$ cat src/rtl/eth_tx_fcs_append_pkg.sv
// Shared constants and types for the Ethernet TX/RX FCS datapath.
// Reflected CRC-32 parameters plus the TX FCS-append state encoding.
package eth_tx_fcs_append_pkg;

    localparam int          datalen         = 8;
    localparam int          crc_len         = 32;
    localparam logic [31:0] crc_poly        = 32'h04C11DB7;
    localparam logic [31:0] crc_poly_refl   = 32'hEDB88320;
    localparam logic [31:0] crc_init        = 32'hFFFFFFFF;
    localparam logic [31:0] crc_residue     = 32'hDEBB20E3;
    localparam int          eth_min_payload = 60;

    typedef enum logic [1:0] {
        IDLE = 2'd0,
        DATA = 2'd1,
        PAD  = 2'd2,
        FCS  = 2'd3
    } fcs_state_t;

endpackage

$ cat src/rtl/eth_tx_fcs_append_if.sv
// Byte stream with valid/ready/last; a beat transfers on a cycle where valid && ready.
// The master holds data/valid/last stable while valid && !ready.
interface eth_tx_fcs_append_if;
    import eth_tx_fcs_append_pkg::*;

    logic [datalen-1:0] data;
    logic               valid;
    logic               last;
    logic               ready;

    modport master (output data, output valid, output last, input ready);
    modport slave  (input data, input valid, input last, output ready);

endinterface

$ cat src/rtl/eth_tx_fcs_append_crc32_byte_step.sv
// One byte of reflected CRC-32 (LSB-first), purely combinational.
// Shared by the TX FCS append stage and the RX FCS checker.
module crc32_byte_step
    import eth_tx_fcs_append_pkg::*;
(
    input  logic [crc_len-1:0] i_crc_in,
    input  logic [datalen-1:0] i_byte_in,
    output logic [crc_len-1:0] o_crc_out
);

    logic [crc_len-1:0] w_acc;

    always_comb begin
        w_acc = i_crc_in ^ {{(crc_len-datalen){1'b0}}, i_byte_in};
        for (int k = 0; k < 8; k++) begin
            w_acc = w_acc[0] ? ((w_acc >> 1) ^ crc_poly_refl) : (w_acc >> 1);
        end
        o_crc_out = w_acc;
    end

endmodule

$ cat src/rtl/eth_tx_fcs_append.sv
// Ethernet TX stage: forwards payload, optionally zero-pads to MIN_LEN, appends CRC-32 FCS.
// Single output register; the FSM advances only on cycles the output register may load.
module eth_tx_fcs_append
    import eth_tx_fcs_append_pkg::*;
#(
    parameter int DATALEN = 8,
    parameter int CRC_LEN = 32,
    parameter int MIN_LEN = 60,
    parameter int PAD_EN  = 1
) (
    input  logic                clk,
    input  logic                rst_n,
    eth_tx_fcs_append_if.slave  s_if,
    eth_tx_fcs_append_if.master m_if,
    output logic                busy,
    output fcs_state_t          o_state
);

    localparam logic [11:0] LP_MIN_LEN = 12'(MIN_LEN);

    fcs_state_t         r_state;
    logic [CRC_LEN-1:0] r_crc;
    logic [CRC_LEN-1:0] r_fcs;
    logic [11:0]        r_cnt;
    logic [1:0]         r_idx;
    logic [DATALEN-1:0] r_m_data;
    logic               r_m_valid;
    logic               r_m_last;

    logic               w_load;
    logic               w_s_ready;
    logic               w_accept;
    logic [7:0]         w_step_byte;
    logic [31:0]        w_crc_next;
    logic [11:0]        w_cnt_inc;
    logic [11:0]        w_cnt_after;
    logic               w_need_pad;

    assign w_load      = !r_m_valid || m_if.ready;
    // Gated by rst_n so the source sees no ready while reset is held.
    assign w_s_ready   = rst_n && w_load && ((r_state == IDLE) || (r_state == DATA));
    assign w_accept    = s_if.valid && w_s_ready;
    assign w_step_byte = (r_state == PAD) ? 8'h00 : s_if.data;
    assign w_cnt_inc   = (r_cnt == 12'hFFF) ? r_cnt : 12'(r_cnt + 12'd1);
    assign w_cnt_after = (r_state == IDLE) ? 12'd1 : w_cnt_inc;
    assign w_need_pad  = (PAD_EN != 0) && (w_cnt_after < LP_MIN_LEN);

    crc32_byte_step u_crc_step (
        .i_crc_in  (r_crc),
        .i_byte_in (w_step_byte),
        .o_crc_out (w_crc_next)
    );

    always_ff @(posedge clk or negedge rst_n) begin
        if (!rst_n) begin
            r_state   <= IDLE;
            r_crc     <= crc_init;
            r_fcs     <= '0;
            r_cnt     <= '0;
            r_idx     <= '0;
            r_m_data  <= '0;
            r_m_valid <= 1'b0;
            r_m_last  <= 1'b0;
        end else begin
            case (r_state)
                IDLE, DATA: begin
                    if (w_accept) begin
                        r_m_data  <= s_if.data;
                        r_m_valid <= 1'b1;
                        r_m_last  <= 1'b0;
                        r_crc     <= w_crc_next;
                        r_cnt     <= w_cnt_after;
                        if (!s_if.last) begin
                            r_state <= DATA;
                        end else if (w_need_pad) begin
                            r_state <= PAD;
                        end else begin
                            r_state <= FCS;
                            r_fcs   <= ~w_crc_next;
                            r_idx   <= '0;
                        end
                    end else if (w_load) begin
                        r_m_valid <= 1'b0;
                        r_m_last  <= 1'b0;
                    end
                end
                PAD: begin
                    if (w_load) begin
                        r_m_data  <= '0;
                        r_m_valid <= 1'b1;
                        r_m_last  <= 1'b0;
                        r_crc     <= w_crc_next;
                        r_cnt     <= w_cnt_inc;
                        if (w_cnt_inc >= LP_MIN_LEN) begin
                            r_state <= FCS;
                            r_fcs   <= ~w_crc_next;
                            r_idx   <= '0;
                        end
                    end
                end
                FCS: begin
                    // FCS goes out LSB byte first; r_fcs is frozen for the whole trailer.
                    if (w_load) begin
                        r_m_data  <= r_fcs[{r_idx, 3'b000} +: 8];
                        r_m_valid <= 1'b1;
                        r_m_last  <= (r_idx == 2'd3);
                        r_idx     <= 2'(r_idx + 2'd1);
                        if (r_idx == 2'd3) begin
                            r_state <= IDLE;
                            r_crc   <= crc_init;
                            r_cnt   <= '0;
                        end
                    end
                end
                default: r_state <= IDLE;
            endcase
        end
    end

    assign s_if.ready  = w_s_ready;
    assign m_if.data   = r_m_data;
    assign m_if.valid  = r_m_valid;
    assign m_if.last   = r_m_last;
    assign busy        = (r_state != IDLE) || r_m_valid;
    assign o_state     = r_state;

endmodule

$ cat src/flat_wrapper.sv
// flat-port wrapper written by rule: the top's interface ports become plain ports
module eth_tx_fcs_append_flat import eth_tx_fcs_append_pkg::*;
#(
    parameter int DATALEN = 8,
    parameter int CRC_LEN = 32,
    parameter int MIN_LEN = 60,
    parameter int PAD_EN  = 1
)
  (clk, rst_n, busy, o_state, s_if_data, s_if_valid, s_if_last, s_if_ready, m_if_data, m_if_valid, m_if_last, m_if_ready);
  eth_tx_fcs_append_if s_if_i ();
  eth_tx_fcs_append_if m_if_i ();
  input  logic clk;
  input  logic rst_n;
  output logic busy;
  output fcs_state_t o_state;
  input wire logic [$bits(s_if_i.data)-1:0] s_if_data;
  input wire logic [$bits(s_if_i.valid)-1:0] s_if_valid;
  input wire logic [$bits(s_if_i.last)-1:0] s_if_last;
  output wire logic [$bits(s_if_i.ready)-1:0] s_if_ready;
  output wire logic [$bits(m_if_i.data)-1:0] m_if_data;
  output wire logic [$bits(m_if_i.valid)-1:0] m_if_valid;
  output wire logic [$bits(m_if_i.last)-1:0] m_if_last;
  input wire logic [$bits(m_if_i.ready)-1:0] m_if_ready;
  assign s_if_i.data = s_if_data;
  assign s_if_i.valid = s_if_valid;
  assign s_if_i.last = s_if_last;
  assign s_if_ready = s_if_i.ready;
  assign m_if_data = m_if_i.data;
  assign m_if_valid = m_if_i.valid;
  assign m_if_last = m_if_i.last;
  assign m_if_i.ready = m_if_ready;
  eth_tx_fcs_append #(.DATALEN(DATALEN), .CRC_LEN(CRC_LEN), .MIN_LEN(MIN_LEN), .PAD_EN(PAD_EN)) u_core (.clk(clk), .rst_n(rst_n), .s_if(s_if_i), .m_if(m_if_i), .busy(busy), .o_state(o_state));
endmodule
$ cat config.mk
export PLATFORM = sky130hd
export DESIGN_NAME = eth_tx_fcs_append_flat
export DESIGN_NICKNAME = d
export VERILOG_FILES = /design/src/rtl/eth_tx_fcs_append_pkg.sv /design/src/rtl/eth_tx_fcs_append_if.sv /design/src/rtl/eth_tx_fcs_append_crc32_byte_step.sv /design/src/rtl/eth_tx_fcs_append.sv /design/src/flat_wrapper.sv
export SDC_FILE = /design/constraint.sdc
export NUM_CORES = 1
export LEC_CHECK = 0
export BUFFER_PORTS_ARGS = -buffer_cell sky130_fd_sc_hd__buf_4
export CORE_ASPECT_RATIO = 1.75
export CORE_MARGIN = 8
export CORE_UTILIZATION = 55
export DETAILED_ROUTE_END_ITERATION = 8
export GPL_TIMING_DRIVEN = 1
export HOLD_SLACK_MARGIN = 0.06
export PLACE_DENSITY_LB_ADDON = 0.2
export SYNTH_ARGS = -nofsm -noshare
export SYNTH_HDL_FRONTEND = slang
export SYNTH_SLANG_ARGS = --single-unit
$ cat constraint.sdc
create_clock -name clk -period 4.85 [get_ports clk]
set_input_delay 0.485 -clock clk [delete_from_list [all_inputs] [get_ports clk]]
set_output_delay 0.485 -clock clk [all_outputs]
set_load 0.01 [all_outputs]
* Yosys cells after proc, flatten, opt, wreduce, memory -nomap -nowiden
Index checks and enable logic that the tools add are counted.
Storage, ports and cells: register bits after elaboration 90, bits of input ports 13, output and inout bits 14, word-level logic and storage cells 109
Operators by class: $add $sub $neg 2, order comparisons 2, eq/ne operators 14, shift operators 1, muxes and demuxes 54, bitwise gates (word level) 10, reductions and logical operators 18
Operators with widths (number):
- 32-bit 2-to-1 mux | 17
- 13-bit inverter with 14-bit output | 8
- 32-bit one-hot mux with 3 select lines | 1
- 12-bit 2-to-1 mux | 6
- 32-bit one-hot mux with 2 select lines | 1
- 12-bit one-hot mux with 3 select lines | 1
- 8-bit 2-to-1 mux | 4
- 32-bit inverter | 1
- 32-bit by 6-bit variable part select with 8-bit output | 1
- 32-bit by 8-bit bitwise XOR with 32-bit output | 1
- 2-bit 2-to-1 mux | 12
- 8-bit one-hot mux with 3 select lines | 1
- 12-bit by 1-bit adder with 12-bit output, second input constant | 1
- 12-bit equality test, second input constant | 1
- 12-bit by 6-bit >= comparator with 1-bit output, second input constant | 1
- 12-bit by 6-bit less-than comparator with 1-bit output, second input constant | 1
- 2-bit one-hot mux with 3 select lines | 2
- 6-bit AND reduction | 2
- 2-bit by 1-bit != test with 1-bit output, second input constant | 5
- 1-bit 2-to-1 mux | 7
- 2-bit equality test, second input constant | 3
- 2-bit != test, second input constant | 3
- 5-bit AND reduction | 1
- 4-bit AND reduction | 1
- other kinds (13) | 19

* Logic depth before layout (Yosys ltp)
depth in word-level cells 24, mapped depth 10, depth with buffers taken out 8

* Hierarchy
Synthesis repeated with hierarchy kept, for this count alone.
Unflattened totals: cell total of the unflattened synthesis 449, area total of the unflattened synthesis 5416.4 µm²
Modules (own cells, without submodules):
- eth_tx_fcs_append | times used 1, cells an instance 384, area each 4401.7 µm², seq. area each 2292.2 µm²
- crc32_byte_step | times used 1, cells an instance 65, area each 1014.7 µm², seq. area each 0.0 µm²

* Worst setup path after synthesis
Ideal clock, no wire load.
path kind reg-to-reg, start point register u_core.r_cnt[0], end point register u_core.r_fcs[0], library setup time 0.125 ns, arrival time 2.219 ns, required time 4.725 ns, slack 2.506 ns, cell stages (with the launch flop) 9, path buffers 1, clock period less this slack 2.344 ns, cell sequence dfrtp_1 ha_1 nand2_2 nor4_4 or2_2 o22ai_2 o31ai_4 buf_6 mux2_2
Between the ends: longest elaborated chain between the ends 6, elaborated cells between the ends (all ways) 9, those cells by class add/sub: 1; order compare: 2; eq/ne: 3; mux: 2; reduce/logical: 1
RTL lines:
- start: declaration | RTL line eth_tx_fcs_append.sv:24 | logic [11:0] r_cnt;
- start signal: assignment | RTL line eth_tx_fcs_append.sv:72 | r_cnt <= w_cnt_after;
- start signal: assignment | RTL line eth_tx_fcs_append.sv:93 | r_cnt <= w_cnt_inc;
- 12-bit by 1-bit adder with 12-bit output or 12-bit equality test (tied branches) | RTL line eth_tx_fcs_append.sv:44 | assign w_cnt_inc = (r_cnt == 12'hFFF) ? r_cnt : 12'(r_cnt + 12'd1);
- 12-bit 2-to-1 mux * | RTL line eth_tx_fcs_append.sv:44
- 12-bit 2-to-1 mux | RTL line eth_tx_fcs_append.sv:45 | assign w_cnt_after = (r_state == IDLE) ? 12'd1 : w_cnt_inc;
- 12-bit by 6-bit less-than comparator with 1-bit output | RTL line eth_tx_fcs_append.sv:46 | assign w_need_pad = (PAD_EN != 0) && (w_cnt_after < LP_MIN_LEN);
- 2-bit != test (no source line)
- 6-bit AND reduction (no source line) *
- end signal: assignment | RTL line eth_tx_fcs_append.sv:79 | r_fcs <= ~w_crc_next;
- end signal: assignment | RTL line eth_tx_fcs_append.sv:96 | r_fcs <= ~w_crc_next;
- end: declaration | RTL line eth_tx_fcs_append.sv:23 | logic [CRC_LEN-1:0] r_fcs;
Every way passes the cells marked *; elsewhere a longest branch is shown, timed or not. A chain may end at the register's enable or synchronous reset.

* Worst setup path in the final report
start point register u_core.r_state[1], in the netlist u_core.o_state[1], end point register u_core.r_crc[26]
Between the ends: longest elaborated chain between the ends 17, elaborated cells between the ends (all ways) 32, those cells by class eq/ne: 7; mux: 12; bitwise: 7; reduce/logical: 6
RTL lines:
- start: declaration | RTL line eth_tx_fcs_append.sv:21 | fcs_state_t r_state;
- start signal: assignment | RTL line eth_tx_fcs_append.sv:56 | r_state <= IDLE;
- start signal: assignment | RTL line eth_tx_fcs_append.sv:74 | r_state <= DATA;
- start signal: assignment | RTL line eth_tx_fcs_append.sv:76 | r_state <= PAD;
- 2-bit equality test | RTL line eth_tx_fcs_append.sv:43, eth_tx_fcs_append.sv:65
- 8-bit 2-to-1 mux | RTL line eth_tx_fcs_append.sv:43 | assign w_step_byte = (r_state == PAD) ? 8'h00 : s_if.data;
- 32-bit by 8-bit bitwise XOR with 32-bit output | RTL line eth_tx_fcs_append_crc32_byte_step.sv:14 | w_acc = i_crc_in ^ {{(crc_len-datalen){1'b0}}, i_byte_in};
- 32-bit 2-to-1 mux (3 in a row) | RTL line eth_tx_fcs_append_crc32_byte_step.sv:16 | w_acc = w_acc[0] ? ((w_acc >> 1) ^ crc_poly_refl) : (w_acc >> 1);
- 13-bit inverter with 14-bit output (no source line)
- 32-bit 2-to-1 mux | RTL line eth_tx_fcs_append_crc32_byte_step.sv:16
- 13-bit inverter with 14-bit output (no source line)
- 32-bit 2-to-1 mux (2 in a row) | RTL line eth_tx_fcs_append_crc32_byte_step.sv:16
- 13-bit inverter with 14-bit output (no source line)
- 32-bit 2-to-1 mux | RTL line eth_tx_fcs_append_crc32_byte_step.sv:16
- 13-bit inverter with 14-bit output (no source line)
- 32-bit 2-to-1 mux | RTL line eth_tx_fcs_append_crc32_byte_step.sv:16
- 32-bit 2-to-1 mux, on equally long branches | RTL line eth_tx_fcs_append.sv:88, eth_tx_fcs_append.sv:67
- 32-bit one-hot mux with 3 select lines | RTL line eth_tx_fcs_append.sv:65 | case (r_state)
- end signal: assignment | RTL line eth_tx_fcs_append.sv:71 | r_crc <= w_crc_next;
- end signal: assignment | RTL line eth_tx_fcs_append.sv:92 | r_crc <= w_crc_next;
- end signal: assignment | RTL line eth_tx_fcs_append.sv:110 | r_crc <= crc_init;
- end: declaration | RTL line eth_tx_fcs_append.sv:22 | logic [CRC_LEN-1:0] r_crc;
Parallel ways exist; a longest one is shown, timed or not. The select of a mux whose other input is x is not followed.

==> key figures <==
Route
  – Drc violations: 0
  – WL per Instance: between 20 and 25 µm
  – Via/cell ratio: 5.92
  – Iter 0 DRT Violations: 235
  – DRT Pass-1 Iters: 4
  – Antenna viol nets, final: 0
  – WL final: around 13000 µm
  – Via count: 3681

GRT
  – Global-route wire length before repair: approximately 20000 µm
  – Pin count of the biggest net entering global routing: 51
  – Vias in the first global route: 3862
  – Initial antenna violation count: 0
  – GR Overflow Total: 0
  – Total GRT Usage: ~22%

Yosys
  – FF+latch count, synth: 90
  – Cell Area, Synth: approximately 0.005 mm²
  – Adder-Cell Fraction of Synth Area: 0.494%
  – Synth top cells by count: dfrtp_1 (58), xnor2_1 (56), nor2_1 (52), nand2_1 (42), a21oi_1 (33)
  – Post-synth ARST share: between 90% and 100%
  – Largest family of logic cells by synthesized area: XOR/XNOR gates
  – Synth Flop Type: dfrtp_1
  – Sequential share of the synthesized area: between 40% and 50%
  – Synth Area in Compound Gates: between 10% and 20%
  – Most area-consuming cells after synthesis: dfrtp_1 (29%), dfstp_2 (17%), xnor2_1 (9.7%)
  – Mapped Nets: around 500
  – Cells after Synth: 487
  – Netlist cell types: 57
  – Synth warnings: 0
  – Most numerous cell in the Yosys netlist: dfrtp_1
  – Post-synthesis average cell area: about 10 µm²
  – Largest area contributor in the netlist: dfrtp_1
  – Synth Area in Simple Gates: roughly an eighth
  – EDFF count, synth: 0
  – Share of the synthesized area in the top cell type: 28.6%
  – Post-Synth XOR/XNOR Area: 16.3%
  – Mux cell area share after synthesis: 7.51%

Clock tree
  – Htree depth: 3
  – Reg clk slew, reported paths: 0.06 ns
  – Post-CTS Setup Bufs: 0
  – Clock Latency Late Sink: 0.34 ns
  – Root buffer cell: clkbuf_16
  – Clock sink count: 90
  – CTS tree: yes
  – Clock tree buffer depth: 2
  – CTS buffer count: 9
  – Post-CTS sizing: 0
  – Cts hold-fix bufs: 0

Floorplanning
  – Die area: around 0.013 mm²
  – Initial Util: between 50% and 60%
  – # IOs: 27
  – Die Y: ~140 µm
  – Core area: between 0.009 and 0.01 mm²
  – Die width: between 80 and 90 µm
  – Row cnt: 46

Timing
  – Fmax: 330 MHz
  – Setup violations, final: 0
  – Slew at the pin closest to its max-slew limit: between 1 and 1.5 ns
  – Period utilisation layout: 62.4%
  – Max_slew headroom: around a quarter
  – Tmin final: 3.03 ns
  – RSZ-0062 raised after global routing: no
  – Final hold vios: 0
  – Max-slew violation count: 0
  – Setup TNS: 0 ns
  – Final Skew: 0.00693 ns

Setup path
  – Worst setup SP type: register
  – Worst EP arrival: approximately 3.3 ns
  – CP bufs+invs: 0
  – Levels on crit path: 4
  – Kind of critical path: reg2reg
  – CP cell instances: a21oi_1 -> nor2_1 -> nand2_1 -> o22a_1
  – WP data required: 5.11 ns
  – Slowest-stage cell, CP: nor2_1
  – Critical Path End Type: register
  – Worst R2R Path Depth: 4
  – Cell family with most CP delay: simple AND/OR/NAND/NOR gates
  – Max FO, Critical Path: 16
  – Crit-path max cell delay: slightly below 0.9 ns

Placed design
  – RePlAce Congestion: 0.865
  – Hpwl dp: just over 9000 µm
  – Buffers on Ports: 26

Cells and area
  – Diode count: 0
  – Final #Nets: around 510
  – Proportion of layout cells with a drive suffix above 1: about a quarter
  – Synth-to-layout area growth: 11.1%

Run
  – MaxCap Viol Count: 0

Status
  – Status: finished clean

Worst hold path
  – Hold WC Path Type: in2async
[cells in the final DEF, fill, tap and decap left out, types with 2 or more instances in the layout]
cell and count:
dfrtp_1 58, xnor2_1 56, nor2_1 51, nand2_1 42, a21oi_1 33, dfstp_2 32, buf_4 31, xor2_1 29
o21ai_0 28, mux2_2 16, o22a_1 15, clkbuf_16 9, mux4_2 8, a221oi_1 8, nand3_1 6, nor3_1 6
and2_1 5, inv_1 5, xnor2_2 4, nand2b_1 4, a31oi_1 3, o31ai_1 3, bufinv_16 3, nor2b_1 2
or3_1 2, or2_2 2, nor4_1 2, o41ai_1 2, mux2i_1 2, a21o_1 2, o21bai_1 2, o22ai_1 2
ha_1 2, clkbuf_8 2
[registers in the layout, summed over array words and instances, names as in the netlist]
signal,count
u_core.r_crc,32
u_core.r_fcs,32
u_core.r_cnt,12
u_core.m_if.data,8
u_core.o_state,2
u_core.r_idx,2
u_core.m_if.last,1
u_core.m_if.valid,1
[final timing paths]
check,start,end,slack (ns)
setup / recovery,u_core.o_state[1]$_DFFE_PN0P_,u_core.r_crc[26]$_DFFE_PN1P_,1.82
hold / removal,rst_n,u_core.m_if.data[0]$_DFFE_PN0P_,0.25
setup reg to reg,u_core.o_state[1]$_DFFE_PN0P_,u_core.r_crc[26]$_DFFE_PN1P_,1.82
hold reg to reg,u_core.r_fcs[29]$_DFFE_PN0P_,u_core.r_fcs[29]$_DFFE_PN0P_,0.49
max in group asynchronous,rst_n,u_core.r_crc[25]$_DFFE_PN1P_,3.58
min in group clk,s_if_data[7],u_core.m_if.data[7]$_DFFE_PN0P_,0.45
[metrics by stage]
stage          cell area [µm²]  hold WS [ns]  cells  util, %  setup slack, ns
2_1_floorplan             5070         0.189    487        -             2.51
3_3_place_gp              5280         0.456    606     58.4             1.96
3_5_place_dp              5280         0.468    606     58.4             1.92
4_1_cts                   5630         0.274    622     62.3             1.91
5_1_grt                   5630         0.294    622     62.3             1.67
6_report                  5630         0.249    622     62.3             1.82
[cell type report]
cell class	count	area (µm²)
fillers	771	3410
well taps	120	150
flip-flops and latches	90	2290
clock buffers	12	256
clock inverters	4	97.6
multi-input cells	360	2580
inverters	5	18.8
repair buffers	31	233
[cells by family (layout without fill, tap and decap cells)]
logic type | count (synthesis) | count (layout)
fa+ha+maj | 2 | 2
buf+inv | 37 | 52
compound gates | 107 | 107
mux | 26 | 26
xor+xnor | 90 | 90
simple gates | 135 | 135
flops | 90 | 90
[routing by layer]
metal | global-route usage, % | vias up | part of all wire [%]
met1 | 22.3 | 1820 | 35
met5 | 0 | - | 0
met3 | 3.57 | 39 | 4.2
met2 | 40.4 | 122 | 56
li1 | - | 1700 | -
met4 | 12.6 | 0 | 4.1
Power is left out: the tool's default activity adds up to more than one toggle a clock period on the data nets, which glitch-free logic cannot reach.
